**config.mk**
```make
export PLATFORM = sky130hd
export DESIGN_NAME = ahblite_master_engine_flat
export DESIGN_NICKNAME = d
export VERILOG_FILES = /design/src/rtl/ahblite_master_engine_if.sv /design/src/rtl/ahblite_master_engine.sv /design/src/flat_wrapper.sv
export SDC_FILE = /design/constraint.sdc
export NUM_CORES = 1
export LEC_CHECK = 0
export ABC_AREA = 1
export CORE_MARGIN = 2
export CORE_UTILIZATION = 39
export CTS_CLUSTER_SIZE = 25
export DETAILED_ROUTE_END_ITERATION = 12
export GPL_ROUTABILITY_DRIVEN = 0
export PLACE_DENSITY = 0.76
export SETUP_SLACK_MARGIN = 0.5
export SLEW_MARGIN = 0
export SYNTH_ARGS = -nofsm -noshare
export SYNTH_HDL_FRONTEND = slang
export SYNTH_SLANG_ARGS = --single-unit
```
**constraint.sdc**
```tcl
create_clock -name HCLK -period 1.1 [get_ports HCLK]
set_clock_uncertainty 0.15 [all_clocks]
set_input_delay 0.22 -clock HCLK [delete_from_list [all_inputs] [get_ports HCLK]]
set_output_delay 0.22 -clock HCLK [all_outputs]
set_load 0.02 [all_outputs]
```
**src/rtl/ahblite_master_engine_if.sv**
```systemverilog
// Command, response and AHB-Lite signal bundle for ahblite_master_engine.
// The master modport is the engine's view. The slave modport is the view of the command source, bus slave and response sink.
interface ahblite_master_engine_if;
    logic        cmd_valid;
    logic        cmd_ready;
    logic        cmd_write;
    logic [31:0] cmd_addr;
    logic [31:0] cmd_wdata;
    logic        rsp_valid;
    logic [31:0] rsp_rdata;
    logic        rsp_err;
    logic        HSEL;
    logic [31:0] HADDR;
    logic        HWRITE;
    logic [2:0]  HSIZE;
    logic [2:0]  HBURST;
    logic [3:0]  HPROT;
    logic [1:0]  HTRANS;
    logic        HMASTLOCK;
    logic [31:0] HWDATA;
    logic        HREADY;
    logic        HRESP;
    logic [31:0] HRDATA;

    modport master (
        input  cmd_valid, cmd_write, cmd_addr, cmd_wdata, HREADY, HRESP, HRDATA,
        output cmd_ready, rsp_valid, rsp_rdata, rsp_err,
        output HSEL, HADDR, HWRITE, HSIZE, HBURST, HPROT, HTRANS, HMASTLOCK, HWDATA
    );

    modport slave (
        output cmd_valid, cmd_write, cmd_addr, cmd_wdata, HREADY, HRESP, HRDATA,
        input  cmd_ready, rsp_valid, rsp_rdata, rsp_err,
        input  HSEL, HADDR, HWRITE, HSIZE, HBURST, HPROT, HTRANS, HMASTLOCK, HWDATA
    );
endinterface

```
**src/rtl/ahblite_master_engine.sv**
```systemverilog
// Single-word AHB-Lite initiator with a two-slot pipeline: address phase (AP) and data phase (DP).
// Define AHBM_TIMEOUT_EN to add the per-data-phase wait-state timeout.
module ahblite_master_engine #(
    parameter int unsigned TIMEOUT_CYCLES = 255
) (
    input logic                     HCLK,
    input logic                     HRESET,
    ahblite_master_engine_if.master bus
);

    // Each encoding is {AP valid, DP valid}.
    typedef enum logic [1:0] {
        S_IDLE      = 2'b00,
        S_DATA      = 2'b01,
        S_ADDR      = 2'b10,
        S_ADDR_DATA = 2'b11
    } state_e;

    localparam logic [1:0] HTRANS_IDLE   = 2'b00;
    localparam logic [1:0] HTRANS_NONSEQ = 2'b10;

    state_e      state_q, state_d;
    logic [31:0] ap_addr_q, ap_addr_d;
    logic        ap_write_q, ap_write_d;
    logic [31:0] ap_wdata_q, ap_wdata_d;
    logic        dp_write_q, dp_write_d;
    logic [31:0] hwdata_q, hwdata_d;
    logic        rsp_valid_q, rsp_valid_d;
    logic [31:0] rsp_rdata_q, rsp_rdata_d;
    logic        rsp_err_q, rsp_err_d;

    logic ap_valid, dp_valid, ap_valid_d, dp_valid_d;
    logic err_hold, adv, retire, accept, cmd_ready, tmo;

    logic [1:0] unused_addr_lsb;
    assign unused_addr_lsb = bus.cmd_addr[1:0];

`ifdef AHBM_TIMEOUT_EN
    localparam int unsigned TW = (TIMEOUT_CYCLES > 255) ? 16 : 8;
    logic [TW-1:0] wait_cnt_q, wait_cnt_d;

    assign tmo = dp_valid && !bus.HREADY && (wait_cnt_q == TW'(TIMEOUT_CYCLES - 1));

    always_comb begin
        wait_cnt_d = wait_cnt_q;
        if (adv) begin
            wait_cnt_d = '0;
        end else if (dp_valid && !bus.HREADY) begin
            wait_cnt_d = wait_cnt_q + 1'b1;
        end
    end

    always_ff @(posedge HCLK) begin
        if (HRESET) begin
            wait_cnt_q <= '0;
        end else begin
            wait_cnt_q <= wait_cnt_d;
        end
    end
`else
    logic [15:0] unused_timeout;
    assign unused_timeout = 16'(TIMEOUT_CYCLES);
    assign tmo = 1'b0;
`endif

    assign ap_valid = (state_q == S_ADDR) || (state_q == S_ADDR_DATA);
    assign dp_valid = (state_q == S_DATA) || (state_q == S_ADDR_DATA);

    // An ERROR from the slave freezes AP for both error cycles so the cancelled address re-issues afterwards.
    assign err_hold  = dp_valid && bus.HRESP;
    assign adv       = bus.HREADY && !err_hold;
    assign retire    = dp_valid && bus.HREADY;
    assign cmd_ready = !HRESET && !tmo && (!ap_valid || adv);
    assign accept    = bus.cmd_valid && cmd_ready;

    always_comb begin
        ap_valid_d  = ap_valid;
        dp_valid_d  = dp_valid;
        ap_addr_d   = ap_addr_q;
        ap_write_d  = ap_write_q;
        ap_wdata_d  = ap_wdata_q;
        dp_write_d  = dp_write_q;
        hwdata_d    = hwdata_q;
        rsp_valid_d = 1'b0;
        rsp_rdata_d = '0;
        rsp_err_d   = 1'b0;

        if (adv) begin
            dp_valid_d = ap_valid;
            dp_write_d = ap_write_q;
            if (ap_valid && ap_write_q) begin
                hwdata_d = ap_wdata_q;
            end
            ap_valid_d = 1'b0;
        end else if (retire) begin
            dp_valid_d = 1'b0;
        end

        if (accept) begin
            ap_valid_d = 1'b1;
            ap_addr_d  = {bus.cmd_addr[31:2], 2'b00};
            ap_write_d = bus.cmd_write;
            ap_wdata_d = bus.cmd_wdata;
        end

        if (retire) begin
            rsp_valid_d = 1'b1;
            rsp_rdata_d = dp_write_q ? '0 : bus.HRDATA;
            rsp_err_d   = bus.HRESP;
        end

        if (tmo) begin
            ap_valid_d  = 1'b0;
            dp_valid_d  = 1'b0;
            rsp_valid_d = 1'b1;
            rsp_rdata_d = 32'hDEAD_BEEF;
            rsp_err_d   = 1'b1;
        end

        state_d = state_e'({ap_valid_d, dp_valid_d});
    end

    always_ff @(posedge HCLK) begin
        if (HRESET) begin
            state_q     <= S_IDLE;
            ap_addr_q   <= '0;
            ap_write_q  <= 1'b0;
            ap_wdata_q  <= '0;
            dp_write_q  <= 1'b0;
            hwdata_q    <= '0;
            rsp_valid_q <= 1'b0;
            rsp_rdata_q <= '0;
            rsp_err_q   <= 1'b0;
        end else begin
            state_q     <= state_d;
            ap_addr_q   <= ap_addr_d;
            ap_write_q  <= ap_write_d;
            ap_wdata_q  <= ap_wdata_d;
            dp_write_q  <= dp_write_d;
            hwdata_q    <= hwdata_d;
            rsp_valid_q <= rsp_valid_d;
            rsp_rdata_q <= rsp_rdata_d;
            rsp_err_q   <= rsp_err_d;
        end
    end

    assign bus.cmd_ready = cmd_ready;
    assign bus.rsp_valid = rsp_valid_q;
    assign bus.rsp_rdata = rsp_rdata_q;
    assign bus.rsp_err   = rsp_err_q;
    assign bus.HSEL      = ap_valid && !err_hold;
    assign bus.HTRANS    = (ap_valid && !err_hold) ? HTRANS_NONSEQ : HTRANS_IDLE;
    assign bus.HADDR     = ap_addr_q;
    assign bus.HWRITE    = ap_write_q;
    assign bus.HWDATA    = hwdata_q;
    assign bus.HSIZE     = 3'b010;
    assign bus.HBURST    = 3'b000;
    assign bus.HPROT     = 4'b0011;
    assign bus.HMASTLOCK = 1'b0;

endmodule

```
**src/flat_wrapper.sv**
```systemverilog
// flat-port wrapper written by rule: the top's interface ports become plain ports
module ahblite_master_engine_flat 
#(
    parameter int unsigned TIMEOUT_CYCLES = 255
)
  (HCLK, HRESET, bus_cmd_valid, bus_cmd_write, bus_cmd_addr, bus_cmd_wdata, bus_HREADY, bus_HRESP, bus_HRDATA, bus_cmd_ready, bus_rsp_valid, bus_rsp_rdata, bus_rsp_err, bus_HSEL, bus_HADDR, bus_HWRITE, bus_HSIZE, bus_HBURST, bus_HPROT, bus_HTRANS, bus_HMASTLOCK, bus_HWDATA);
  ahblite_master_engine_if bus_i ();
  input logic HCLK;
  input logic HRESET;
  input wire logic [$bits(bus_i.cmd_valid)-1:0] bus_cmd_valid;
  input wire logic [$bits(bus_i.cmd_write)-1:0] bus_cmd_write;
  input wire logic [$bits(bus_i.cmd_addr)-1:0] bus_cmd_addr;
  input wire logic [$bits(bus_i.cmd_wdata)-1:0] bus_cmd_wdata;
  input wire logic [$bits(bus_i.HREADY)-1:0] bus_HREADY;
  input wire logic [$bits(bus_i.HRESP)-1:0] bus_HRESP;
  input wire logic [$bits(bus_i.HRDATA)-1:0] bus_HRDATA;
  output wire logic [$bits(bus_i.cmd_ready)-1:0] bus_cmd_ready;
  output wire logic [$bits(bus_i.rsp_valid)-1:0] bus_rsp_valid;
  output wire logic [$bits(bus_i.rsp_rdata)-1:0] bus_rsp_rdata;
  output wire logic [$bits(bus_i.rsp_err)-1:0] bus_rsp_err;
  output wire logic [$bits(bus_i.HSEL)-1:0] bus_HSEL;
  output wire logic [$bits(bus_i.HADDR)-1:0] bus_HADDR;
  output wire logic [$bits(bus_i.HWRITE)-1:0] bus_HWRITE;
  output wire logic [$bits(bus_i.HSIZE)-1:0] bus_HSIZE;
  output wire logic [$bits(bus_i.HBURST)-1:0] bus_HBURST;
  output wire logic [$bits(bus_i.HPROT)-1:0] bus_HPROT;
  output wire logic [$bits(bus_i.HTRANS)-1:0] bus_HTRANS;
  output wire logic [$bits(bus_i.HMASTLOCK)-1:0] bus_HMASTLOCK;
  output wire logic [$bits(bus_i.HWDATA)-1:0] bus_HWDATA;
  assign bus_i.cmd_valid = bus_cmd_valid;
  assign bus_i.cmd_write = bus_cmd_write;
  assign bus_i.cmd_addr = bus_cmd_addr;
  assign bus_i.cmd_wdata = bus_cmd_wdata;
  assign bus_i.HREADY = bus_HREADY;
  assign bus_i.HRESP = bus_HRESP;
  assign bus_i.HRDATA = bus_HRDATA;
  assign bus_cmd_ready = bus_i.cmd_ready;
  assign bus_rsp_valid = bus_i.rsp_valid;
  assign bus_rsp_rdata = bus_i.rsp_rdata;
  assign bus_rsp_err = bus_i.rsp_err;
  assign bus_HSEL = bus_i.HSEL;
  assign bus_HADDR = bus_i.HADDR;
  assign bus_HWRITE = bus_i.HWRITE;
  assign bus_HSIZE = bus_i.HSIZE;
  assign bus_HBURST = bus_i.HBURST;
  assign bus_HPROT = bus_i.HPROT;
  assign bus_HTRANS = bus_i.HTRANS;
  assign bus_HMASTLOCK = bus_i.HMASTLOCK;
  assign bus_HWDATA = bus_i.HWDATA;
  ahblite_master_engine #(.TIMEOUT_CYCLES(TIMEOUT_CYCLES)) u_core (.HCLK(HCLK), .HRESET(HRESET), .bus(bus_i));
endmodule
```
## After elaboration in Yosys (flattened, before gate mapping)

Cells that the tools add are included.

| word-level totals | value |
|---|---|
| register bits | 132 |
| input port bits | 102 |
| output and inout bits | 114 |
| logic and storage cells | 35 |

| operators by class | value |
|---|---|
| equality and inequality tests | 3 |
| multiplexer cells | 6 |
| bitwise operators | 1 |
| reductions and logical operators | 16 |

Operators by type and width:

| operator | number |
|---|---|
| $logic_and 1x1->1 | 7 |
| $mux 1 | 5 |
| $eq 2x2->1 const B | 2 |
| $logic_not 1->1 | 3 |
| $logic_or 1x1->1 | 3 |
| $reduce_or 3->1 | 1 |
| $eq 2x1->1 const B | 1 |
| $mux 2 | 1 |
| $reduce_and 2->1 | 1 |
| $reduce_or 2->1 | 1 |
| $not 1->1 | 1 |

## Depth between registers and ports, before layout

Gate-level depths: netlist of run 1.

| logic depth | value |
|---|---|
| depth after elaboration | 9 |
| mapped depth | 7 |
| depth with buffers taken out | 6 |

## Least setup slack after synthesis of run 1

No wires, ideal clock.

| path | value |
|---|---|
| path kind | reg-to-output |
| start | register u_core.state_q[1] |
| end | output port bus_HTRANS[1] |
| data arrival time | 1.085 ns |
| required time | 0.730 ns |
| setup slack | -0.355 ns |
| stages on the path, launching flop included | 4 |
| buffers on the path | 1 |
| cell sequence | dfxtp_1 > inv_1 > a21oi_1 > buf_4 |

| on the way | value |
|---|---|
| longest elaborated chain between the ends | 6 |
| elaborated cells between the ends (all ways) | 9 |
| classes of those cells | eq/ne (3); mux (1); reduce/logical (5) |

Ends and longest elaborated chain:

| item | line | text |
|---|---|---|
| from (decl) | ahblite_master_engine.sv:22 | `state_e state_q, state_d;` |
| from (signal assigned) | ahblite_master_engine.sv:135 | `state_q <= state_d;` |
| $eq 2x1->1 / $eq 2x2->1 (equally long branches) | ahblite_master_engine.sv:67, ahblite_master_engine.sv:66 |  |
| $logic_or 1x1->1 | ahblite_master_engine.sv:67 | `assign dp_valid = (state_q == S_DATA) \|\| (state_q == S_ADDR_DATA);` |
| $logic_and 1x1->1 | ahblite_master_engine.sv:70 | `assign err_hold = dp_valid && bus.HRESP;` |
| $logic_not 1->1 | n/a |  |
| $logic_and 1x1->1 (*) | n/a |  |
| named net bus_HSEL | flat_wrapper.sv:21 | `output wire logic [$bits(bus_i.HSEL)-1:0] bus_HSEL;` |
| $mux 2 (*) | ahblite_master_engine.sv:152 | `assign bus.HTRANS = (ap_valid && !err_hold) ? HTRANS_NONSEQ : HTRANS_IDLE;` |
| to (decl) | flat_wrapper.sv:27 | `output wire logic [$bits(bus_i.HTRANS)-1:0] bus_HTRANS;` |

Mark *: on every way through the listed nets, which the timed path passes. The rest lies on a longest branch.

## Worst setup path in the final report of run 1

| path | value |
|---|---|
| start | register u_core.state_q[0] |
| end | register u_core.hwdata_q[16], in the netlist u_core.bus.HWDATA[16] |

| on the way | value |
|---|---|
| longest elaborated chain between the ends | 6 |
| elaborated cells between the ends (all ways) | 10 |
| classes of those cells | eq/ne (3); reduce/logical (7) |

Ends and longest elaborated chain:

| item | line | text |
|---|---|---|
| $eq 2x1->1 / $eq 2x2->1 (equally long branches) | ahblite_master_engine.sv:67, ahblite_master_engine.sv:66 |  |
| $logic_or 1x1->1 | ahblite_master_engine.sv:67 |  |
| $logic_and 1x1->1 | ahblite_master_engine.sv:70 |  |
| $logic_not 1->1 | ahblite_master_engine.sv:71 | `assign adv = bus.HREADY && !err_hold;` |
| $logic_and 1x1->1 | ahblite_master_engine.sv:71 |  |
| $reduce_and 2->1 (no line) (*) | n/a |  |
| to (signal assigned) | ahblite_master_engine.sv:140 | `hwdata_q <= hwdata_d;` |
| to (decl) | ahblite_master_engine.sv:27 | `logic [31:0] hwdata_q, hwdata_d;` |

Every way passes the cells marked *; elsewhere a longest branch is shown, timed or not.
A chain may end at the register's enable or synchronous reset.

==> results of run 1 <==
-- stage by stage --
| stage | instance area (um2) | TNS, ns | total power [uW] |
|---|---|---|---|
| final | 9180 | -52.60 | 12310 |
| after global routing | 9180 | -63.24 | 12850 |
| after CTS | 8661 | -49.72 | 12280 |
| after floorplan | 5822 | -11.64 | 5937 |
| after global placement | 7856 | -115.15 | 6654 |
| after detailed placement | 7856 | -115.77 | 6675 |
-- registers in the layout, summed over array words and instances (netlist names) --
register              cells
u_core.bus.HWDATA        32
u_core.bus.rsp_err        1
u_core.bus.rsp_valid      1
u_core.dp_write_q         1
u_core.bus.HWRITE         1
u_core.bus.rsp_rdata     32
u_core.ap_wdata_q        32
u_core.bus.HADDR         30
u_core.state_q            2
-- Yosys cell counts (all sizes together) --
| cell | count |
|---|---|
| nand3 | 1 |
| buf | 55 |
| o22ai | 1 |
| conb | 2 |
| nor3b | 1 |
| clkbuf | 7 |
| nor2 | 161 |
| inv | 101 |
| nand2 | 197 |
| dfxtp | 132 |
| a21oi | 4 |
| o21ai | 1 |
| nand4 | 63 |
-- what timing repair did --
action | in CTS | in global routing
endpoints found under the setup margin | 232 | 232
resized for setup | 612 | 61
hold endpoints to repair | 1 | 0
buffers inserted | 2 | 8
pin swaps | 5 | 21
gates cloned | 2 | 12
-- worst paths after layout --
check	cells past startpoint	slack, ns	startpoint	end
setup / recovery	8	-0.49	u_core.state_q[0]	u_core.bus.HWDATA[16]
hold / removal	3	-0.02	bus_cmd_valid	u_core.bus.HWRITE
setup reg to reg	8	-0.49	u_core.state_q[0]	u_core.bus.HWDATA[16]
hold reg to reg	2	0.33	u_core.bus.HWDATA[27]	u_core.bus.HWDATA[27]
-- cell usage in the layout (no fill, tap or decap), drive strengths merged --
| master | Yosys | routed |
|---|---|---|
| bufinv | 0 | 3 |
| nand2 | 197 | 197 |
| clkdlybuf4s50 | 0 | 95 |
| inv | 101 | 101 |
| nand3 | 1 | 1 |
| clkbuf | 7 | 28 |
| nor3b | 1 | 1 |
| clkinv | 0 | 6 |
| nand4 | 63 | 63 |
| a21oi | 4 | 4 |
| nor2 | 161 | 161 |
| buf | 55 | 144 |
| dfxtp | 132 | 132 |
| o22ai | 1 | 1 |
| clkinvlp | 0 | 3 |
| conb | 2 | 14 |
| o21ai | 1 | 1 |
| dlygate4sd2 | 0 | 2 |
-- report_power, final --
| part | leakage [uW] | internal (uW) | switching, uW |
|---|---|---|---|
| clock network | 0.000270 | 3520 | 2010 |
| registers | 0.00115 | 4860 | 117 |
| logic | 0.00283 | 908 | 908 |
-- cells by family (layout without fill, tap and decap cells) --
group / after synthesis / after routing
compound gates: 6 / 6
buf+inv: 163 / 382
other cells: 2 / 14
flops: 132 / 132
simple gates: 423 / 423
-- worst max-delay path, cell delays in order (launching register included) --
cell	delay, ns
dfxtp_4	0.36
nand2_4	0.08
nand2_8	0.06
buf_8	0.15
nor2_8	0.19
buf_6	0.17
buf_16	0.12
nor2_1	0.05
nor2_1	0.16
-- cell type report --
| class | count | area (um2) |
|---|---|---|
| Fill cell | 1063 | 4115 |
| Sequential cell | 132 | 3014 |
| Timing Repair Buffer | 249 | 2851 |
| Multi-Input combinational cell | 443 | 2136 |
| Clock buffer | 20 | 436.7 |
| Inverter | 101 | 384.1 |
| Tap cell | 176 | 220.2 |
| Clock inverter | 12 | 137.6 |
-- metal layers --
metal | share of wire [%] | global-route usage, % | up-vias
met5 | 0 | 0 | -
met4 | 2.9 | 8.648 | 0
met3 | 6.6 | 6.156 | 39
met2 | 50 | 31.88 | 180
met1 | 41 | 23.40 | 2265
li1 | - | - | 2609
==> flow_summary.json, run 1 <==
{
  "outcome": "complete, but fails checks",
  "violations": "hold timing, setup timing",
  "die_y_um": 121.0,
  "hp-class": "in2reg",
  "drv_slew": 0,
  "cts_buffers": 17,
  "core-area_um2": 13300,
  "drtPass1Iterations": 5,
  "grt_pass1_vias": 4531,
  "max_freq_ghz": 0.6301,
  "synthSimpleGateAreaFrac_pct": 33.72,
  "synth_cells": 726,
  "holdWs_ns": -0.01723,
  "irDropWorstVdd_v": 0.0009654,
  "path_clk_slew_ns": 0.05,
  "post-place-cells": 1077,
  "ys_top_cells_by_area": "dfxtp_1 50%, nand2_1 14%, nor2_1 11%",
  "period_minus_slack_ns": 1.587,
  "path_max_fanout": 5,
  "finalCritPeriodShare_pct": 144.3,
  "yosysUniqueCellTypes": 21,
  "syn2layout_area_growth_pct": 72.07,
  "clk_path_buf_depth": 2,
  "drt_first_iter_violations": 419,
  "fin_cells": 1133,
  "antenna_cells": 0,
  "yosysTopAreaCellShare_pct": 49.53,
  "drive_gt1_share_pct": 34.90,
  "cts.sinks": 132,
  "via_per_inst": 4.495,
  "synthMuxAreaShare_pct": 0,
  "synth_warnings": 0,
  "setup_ws_ns": -0.4870,
  "setup_viol": 228,
  "cts.htree.levels": 4,
  "final_util_pct": 69.05,
  "synth_area_per_cell_um2": 7.349,
  "power.density_nw_per_um2": 1341,
  "synth_seq_area_share_pct": 49.53,
  "ios": 216,
  "cp.arrival_ns": 1.76,
  "endpoint_kind": "flop",
  "layout.nets": 1046,
  "drc": 0,
  "ys_ff_latch": 132,
  "antenna_found_initial": 0,
  "grt_pass1_wl_um": 22280,
  "die_area_um2": 14630,
  "rsz0062_at_grt": "true",
  "wl_per_cell_um": 13.84,
  "grt_usage_pct": 19.49,
  "grt_overflow_total": 0,
  "synth_top_family_by_area": "simple AND/OR/NAND/NOR gates",
  "rows": 42,
  "port-buffer-count": 199,
  "start_util_pct": 40.13,
  "synthXorXnorAreaFrac_pct": 0,
  "cap_violations": 0,
  "worstSetupPathType": "reg2reg",
  "vias": 5093,
  "synth_compound_area_share_pct": 0.6567,
  "wl_um": 15680,
  "grt_max_degree": 45,
  "antenna_left": 0,
  "clk-insertion-delay-late_ns": 0.42,
  "cp-start-kind": "flop",
  "synthAdderAreaFrac_pct": 0,
  "leakagePower_uw": 0.004252,
  "fp.dieW_um": 121.0,
  "hold_viol_final": 1,
  "required_ns": 1.28,
  "cts_tree": "yes",
  "cts-root-buf": "clkbuf_16",
  "yosysTopAreaCell": "dfxtp_1",
  "syn-cell-area_um2": 5335,
  "hpwlAfterDp_um": 8833,
  "dp_slack_ns": -0.9279
}
No activity file was read; power rests on OpenSTA's default activity.
==> run 2, diff against run 1 <==
--- a/config.mk
+++ b/config.mk
@@ -8,7 +8,7 @@
 export ABC_AREA = 1
 export CORE_MARGIN = 2
 export CORE_UTILIZATION = 39
-export CTS_CLUSTER_SIZE = 25
+export CTS_CLUSTER_SIZE = 28
 export DETAILED_ROUTE_END_ITERATION = 12
 export GPL_ROUTABILITY_DRIVEN = 0
 export PLACE_DENSITY = 0.76
==> constraint.sdc (replaced) <==
create_clock -name HCLK -period 1.1 [get_ports HCLK]
set_clock_uncertainty 0.15 [all_clocks]
set_input_delay 0.22 -clock HCLK [delete_from_list [all_inputs] [get_ports HCLK]]
set_output_delay 0.22 -clock HCLK [all_outputs]
set_load 0.005 [all_outputs]
==> flow_summary.json, run 2 (same netlist as run 1, synthesis figures left out) <==
{
  "outcome": "complete, but fails checks",
  "violations": "setup timing",
  "grt_pass1_vias": 4505,
  "post-place-cells": 1075,
  "period_minus_slack_ns": 1.498,
  "path_clk_slew_ns": 0.05,
  "cts_hold_buf": 0,
  "vias": 5024,
  "cp.arrival_ns": 1.66,
  "fp.dieW_um": 121.0,
  "leakagePower_uw": 0.004031,
  "worstSetupPathType": "reg2reg",
  "antenna_cells": 0,
  "cap_violations": 0,
  "irDropWorstVdd_v": 0.0009815,
  "drv_slew": 0,
  "fin_tns_setup_ns": -51.16,
  "multiInputGateArea_um2": 1946,
  "cp-startpoint": "u_core.state_q[0]",
  "slowest_stage": "dfxtp_2",
  "drt_first_iter_violations": 274,
  "grt_usage_pct": 18.97,
  "setup_ws_ns": -0.3982,
  "drtPass1Iterations": 5,
  "setup_viol": 230,
  "cts_buffers": 17,
  "reg2regPathDepth": 8,
  "wl_per_cell_um": 12.98,
  "core-area_um2": 13300,
  "antenna_found_initial": 0,
  "clk-insertion-delay-late_ns": 0.42,
  "required_ns": 1.26,
  "fill_cells": 1155,
  "cp-start-kind": "flop",
  "clk_path_buf_depth": 2,
  "rsz0062_at_grt": "true",
  "hold_viol_final": 0,
  "rows": 42,
  "path_common_cell": "nand2_1",
  "drive_gt1_share_pct": 30.93,
  "finalCritPeriodShare_pct": 136.2,
  "crit_path_cell_trace": "nand2_2 -> nand2_4 -> buf_4 -> nand2_8 -> nand3_4 -> buf_12 -> nand2_1 -> nand2_1",
  "layout_commonest_cell": "nand2_1",
  "hold_end": "u_core.state_q[1]",
  "port-buffer-count": 199,
  "via_per_inst": 4.486,
  "r2r_slack_ns": -0.40,
  "hpwlAfterDp_um": 8891,
  "drc": 0,
  "grt_pass1_wl_um": 22050,
  "syn2layout_area_growth_pct": 56.29,
  "die_area_um2": 14630,
  "r2r_end": "u_core.bus.HADDR[7]",
  "r2r-start": "u_core.state_q[0]",
  "grt_max_degree": 45,
  "die_y_um": 121.0,
  "start_util_pct": 40.13,
  "final_cell_mix": "192 x nand2_1, 148 x nor2_1, 99 x inv_1, 98 x dfxtp_2, 97 x clkdlybuf4s50_1",
  "cts-root-buf": "clkbuf_16",
  "power.density_nw_per_um2": 1522,
  "fin_cells": 1120,
  "final_util_pct": 62.71,
  "ios": 216,
  "path_max_fanout": 22,
  "cts.sinks": 132,
  "ff_latch_area_um2": 2769,
  "critical_path.max_stage_delay_ns": 0.34,
  "cts.htree.levels": 4,
  "max_freq_ghz": 0.6675,
  "endpoint_kind": "flop",
  "layout.nets": 1034,
  "wl_um": 14540,
  "hp-class": "in2reg",
  "grt_overflow_total": 0,
  "cts_tree": "yes",
  "hold_depth": 4,
  "antenna_left": 0,
  "worstHoldStart": "bus_cmd_valid"
}
-- run 2: area by class of cell --
class	count	area share, %
clock buffer	21	5.402
clock inverter	10	2.161
inverter	101	4.592
multi-input combinational	443	23.33
sequential	132	33.21
tap	176	2.641
timing repair buffer	237	28.66
-- run 2: routing by layer --
layer / up-vias / part of all wire, % / track usage (%)
met4: 0 / 2.4 / 8.358
met2: 178 / 49 / 30.51
met5: - / 0 / 0
li1: 2577 / - / -
met1: 2243 / 40 / 22.78
met3: 26 / 8.2 / 6.720
-- run 2: critical path, delay by kind of cell, from the launching register on --
| kind | cells | cell delay, ns |
|---|---|---|
| simple gates | 6 | 0.52 |
| buf+inv | 2 | 0.38 |
| flops | 1 | 0.34 |
-- run 2: how the worst max path moves through the flow --
stage                     slack (ns)  depth (start not counted)                    end
after floorplan                -0.12                          7  u_core.ap_wdata_q[22]
after global placement         -0.77                          4          bus_cmd_ready
after CTS                      -0.43                          4          bus_cmd_ready
final                          -0.40                          8    u_core.bus.HADDR[7]
after global routing           -0.47                          4          bus_cmd_ready
after detailed placement       -0.78                          5          bus_cmd_ready
-- run 2: power by group --
| group | internal (uW) | total, uW | switching, uW | leakage (uW) |
|---|---|---|---|---|
| logic | 809 | 1480 | 674 | 0.00261 |
| clock network | 4050 | 6080 | 2030 | 0.000303 |
| registers | 5030 | 5130 | 103 | 0.00112 |
-- run 2: timing repair --
action                                  CTS  global route
pin swaps                                 2             0
resized for setup                       470            39
endpoints found under the setup margin  232           232
cloned                                    1             5
buffers inserted                          6             2
-- run 2: stage by stage --
stage | setup WS (ns) | cell area, um2 | total power [uW] | hold slack (ns)
floorplan | -0.1156 | 5497 | 5892 | 0.1748
global placement | -0.7743 | 7543 | 6613 | 0.2904
detailed placement | -0.7815 | 7543 | 6637 | 0.2981
CTS | -0.4291 | 8048 | 12720 | 0.1382
global route | -0.4699 | 8338 | 13200 | 0.1531
finish | -0.3982 | 8338 | 12690 | 0.1495
==> run 3, diff against run 2 <==
--- a/config.mk
+++ b/config.mk
@@ -7,11 +7,11 @@
 export LEC_CHECK = 0
 export ABC_AREA = 1
 export CORE_MARGIN = 2
-export CORE_UTILIZATION = 39
+export CORE_UTILIZATION = 43
 export CTS_CLUSTER_SIZE = 28
 export DETAILED_ROUTE_END_ITERATION = 12
 export GPL_ROUTABILITY_DRIVEN = 0
-export PLACE_DENSITY = 0.76
+export PLACE_DENSITY = 0.78
 export SETUP_SLACK_MARGIN = 0.5
 export SLEW_MARGIN = 0
 export SYNTH_ARGS = -nofsm -noshare
==> constraint.sdc (replaced) <==
create_clock -name HCLK -period 1.5 [get_ports HCLK]
set_clock_uncertainty 0.15 [all_clocks]
set_input_delay 0.3 -clock HCLK [delete_from_list [all_inputs] [get_ports HCLK]]
set_output_delay 0.3 -clock HCLK [all_outputs]
set_load 0.005 [all_outputs]
==> flow_summary.json, run 3 (same netlist as run 1, synthesis figures left out) <==
{
  "outcome": "complete, but fails checks",
  "violations": "setup timing",
  "intPower_uw": 6867,
  "core-area_um2": 12060,
  "drive_gt1_share_pct": 29.99,
  "post-place-cells": 1071,
  "leakagePower_uw": 0.004089,
  "setup_viol": 25,
  "p_sw_uw": 2075,
  "drv_slew": 0,
  "cap_violations": 0,
  "cts_tree": "yes",
  "finalCritPeriodShare_pct": 103.8,
  "rsz0062_at_grt": "true",
  "grt_pass1_wl_um": 22630,
  "grt_max_degree": 53,
  "crit_path_cell_trace": "buf_6 -> a21oi_2 -> buf_2",
  "slowest_stage": "dfxtp_2",
  "power.density_nw_per_um2": 1069,
  "layout.nets": 1047,
  "seqPwrFrac_pct": 42.1,
  "clockPowerShare_pct": 45.2,
  "reg2regPathDepth": 9,
  "critical_path.max_stage_delay_ns": 0.34,
  "dp_slack_ns": -0.4727,
  "drtPass1Iterations": 5,
  "required_ns": 1.05,
  "pwr-share-comb_pct": 12.7,
  "clk-insertion-delay-late_ns": 0.41,
  "cts.htree.levels": 4,
  "grt_overflow_total": 0,
  "fin_cells": 1126,
  "hold_viol_final": 0,
  "antenna_left": 0,
  "syn2layout_area_growth_pct": 56.80,
  "start_util_pct": 44.23,
  "grt_pass1_vias": 4653,
  "drt_first_iter_violations": 280,
  "clk_path_buf_depth": 2,
  "vias": 5150,
  "cts-root-buf": "clkbuf_16",
  "fin_tns_setup_ns": -0.3883,
  "r2r_slack_ns": -0.04,
  "fp.dieW_um": 115.4,
  "irDropWorstVdd_v": 0.0006596,
  "hold_end": "u_core.state_q[1]",
  "layout_commonest_cell": "nand2_1",
  "endpoint_kind": "output pin",
  "final_cell_mix": "191 x nand2_1, 139 x nor2_1, 100 x inv_1, 95 x clkdlybuf4s50_1, 70 x dfxtp_2",
  "hp-class": "in2reg",
  "ios": 216,
  "cts_buffers": 17,
  "path_max_fanout": 3,
  "fill_cells": 950,
  "worstHoldStart": "HRESET",
  "wl_per_cell_um": 13.31,
  "period_minus_slack_ns": 1.557,
  "worstSetupPathType": "reg2out",
  "port-buffer-count": 199,
  "swShare_pct": 23.20,
  "max_freq_ghz": 0.6422,
  "via_per_inst": 4.574,
  "die_y_um": 115.4,
  "cp-start-kind": "flop",
  "r2r_end": "u_core.bus.HADDR[11]",
  "die_area_um2": 13310,
  "wl_um": 14980,
  "hold_depth": 3,
  "path_clk_slew_ns": 0.06,
  "cp.arrival_ns": 1.11,
  "r2r-start": "u_core.state_q[0]",
  "holdWs_ns": 0.1653,
  "cts.sinks": 132,
  "grt_usage_pct": 21.86,
  "cts_hold_buf": 0,
  "antenna_found_initial": 1,
  "setup_ws_ns": -0.05711,
  "rows": 40,
  "drc": 0,
  "hpwlAfterDp_um": 8797
}
[run 3: cell count changes in the layout (fill, tap and decap cells not counted), moves of 2 or more]
cell	change
dlygate4sd2_1	+2
dfxtp_2	-28
dfxtp_1	+28
buf_4	+6
nor2_1	-9
buf_16	+2
clkbuf_8	+2
buf_6	-16
bufinv_16	-3
clkdlybuf4s50_1	-2
nor2_2	+3
buf_2	+19
nor2_4	+6
[run 3: final cells by class]
| class | instances | area [um2] | area share (%) |
|---|---|---|---|
| clock buffers | 22 | 474.2 | 5.669 |
| well taps | 168 | 210.2 | 2.513 |
| diodes | 1 | 2.502 | 0.02991 |
| multi-input cells | 443 | 2001 | 23.92 |
| repair buffers | 250 | 2460 | 29.40 |
| flip-flops and latches | 132 | 2734 | 32.68 |
| inverters | 101 | 380.4 | 4.547 |
| clock inverters | 9 | 103.9 | 1.241 |
[run 3: worst max-delay path, delay by kind of cell (launching register included)]
kind | cells | cell delay, ns
AOI/OAI and AO/OA | 1 | 0.13
buffers and inverters | 2 | 0.23
DFF | 1 | 0.34
[run 3: worst max-delay path by stage]
stage / start / end / slack (ns) / cells after the start
after floorplan: u_core.state_q[0] / u_core.ap_wdata_q[22] / 0.28 / 7
after global placement: bus_HRESP / bus_cmd_ready / -0.46 / 5
after detailed placement: bus_HRESP / bus_cmd_ready / -0.47 / 5
after CTS: u_core.state_q[0] / bus_cmd_ready / -0.09 / 4
after global routing: u_core.state_q[1] / bus_cmd_ready / -0.11 / 3
final: u_core.state_q[0] / bus_HTRANS[1] / -0.06 / 3
[run 3: power by group through the flow]
stage	combinational (uW)	sequential [uW]	clock (uW)
after floorplan	507	3810	0
after global placement	1040	3800	0
after detailed placement	1050	3810	0
after CTS	1080	3750	4090
after global routing	1250	3780	4280
final	1140	3760	4040
[run 3: per-layer routing]
| layer | vias up | GRT usage [%] | wire length (um) |
|---|---|---|---|
| met3 | 28 | 6.906 | 1069 |
| met1 | 2323 | 24.92 | 6077 |
| li1 | 2606 | - | - |
| met5 | - | 0 | 0 |
| met2 | 193 | 37.31 | 7469 |
| met4 | 0 | 10.04 | 367 |
[run 3: timing repair]
action                     CTS  global route
setup buffers                9             5
resized for setup          502            48
cloned                       4             5
pin swaps                    5             5
setup endpoints to repair  232           232
[run 3: per-stage QoR]
| stage | cell area [um2] | utilization (%) | power, uW |
|---|---|---|---|
| 2_1_floorplan | 5430 | - | 4321 |
| 5_1_grt | 8366 | 69.36 | 9304 |
| 3_3_place_gp | 7466 | 61.90 | 4843 |
| 6_report | 8366 | 69.36 | 8942 |
| 4_1_cts | 8014 | 66.44 | 8926 |
| 3_5_place_dp | 7466 | 61.90 | 4860 |
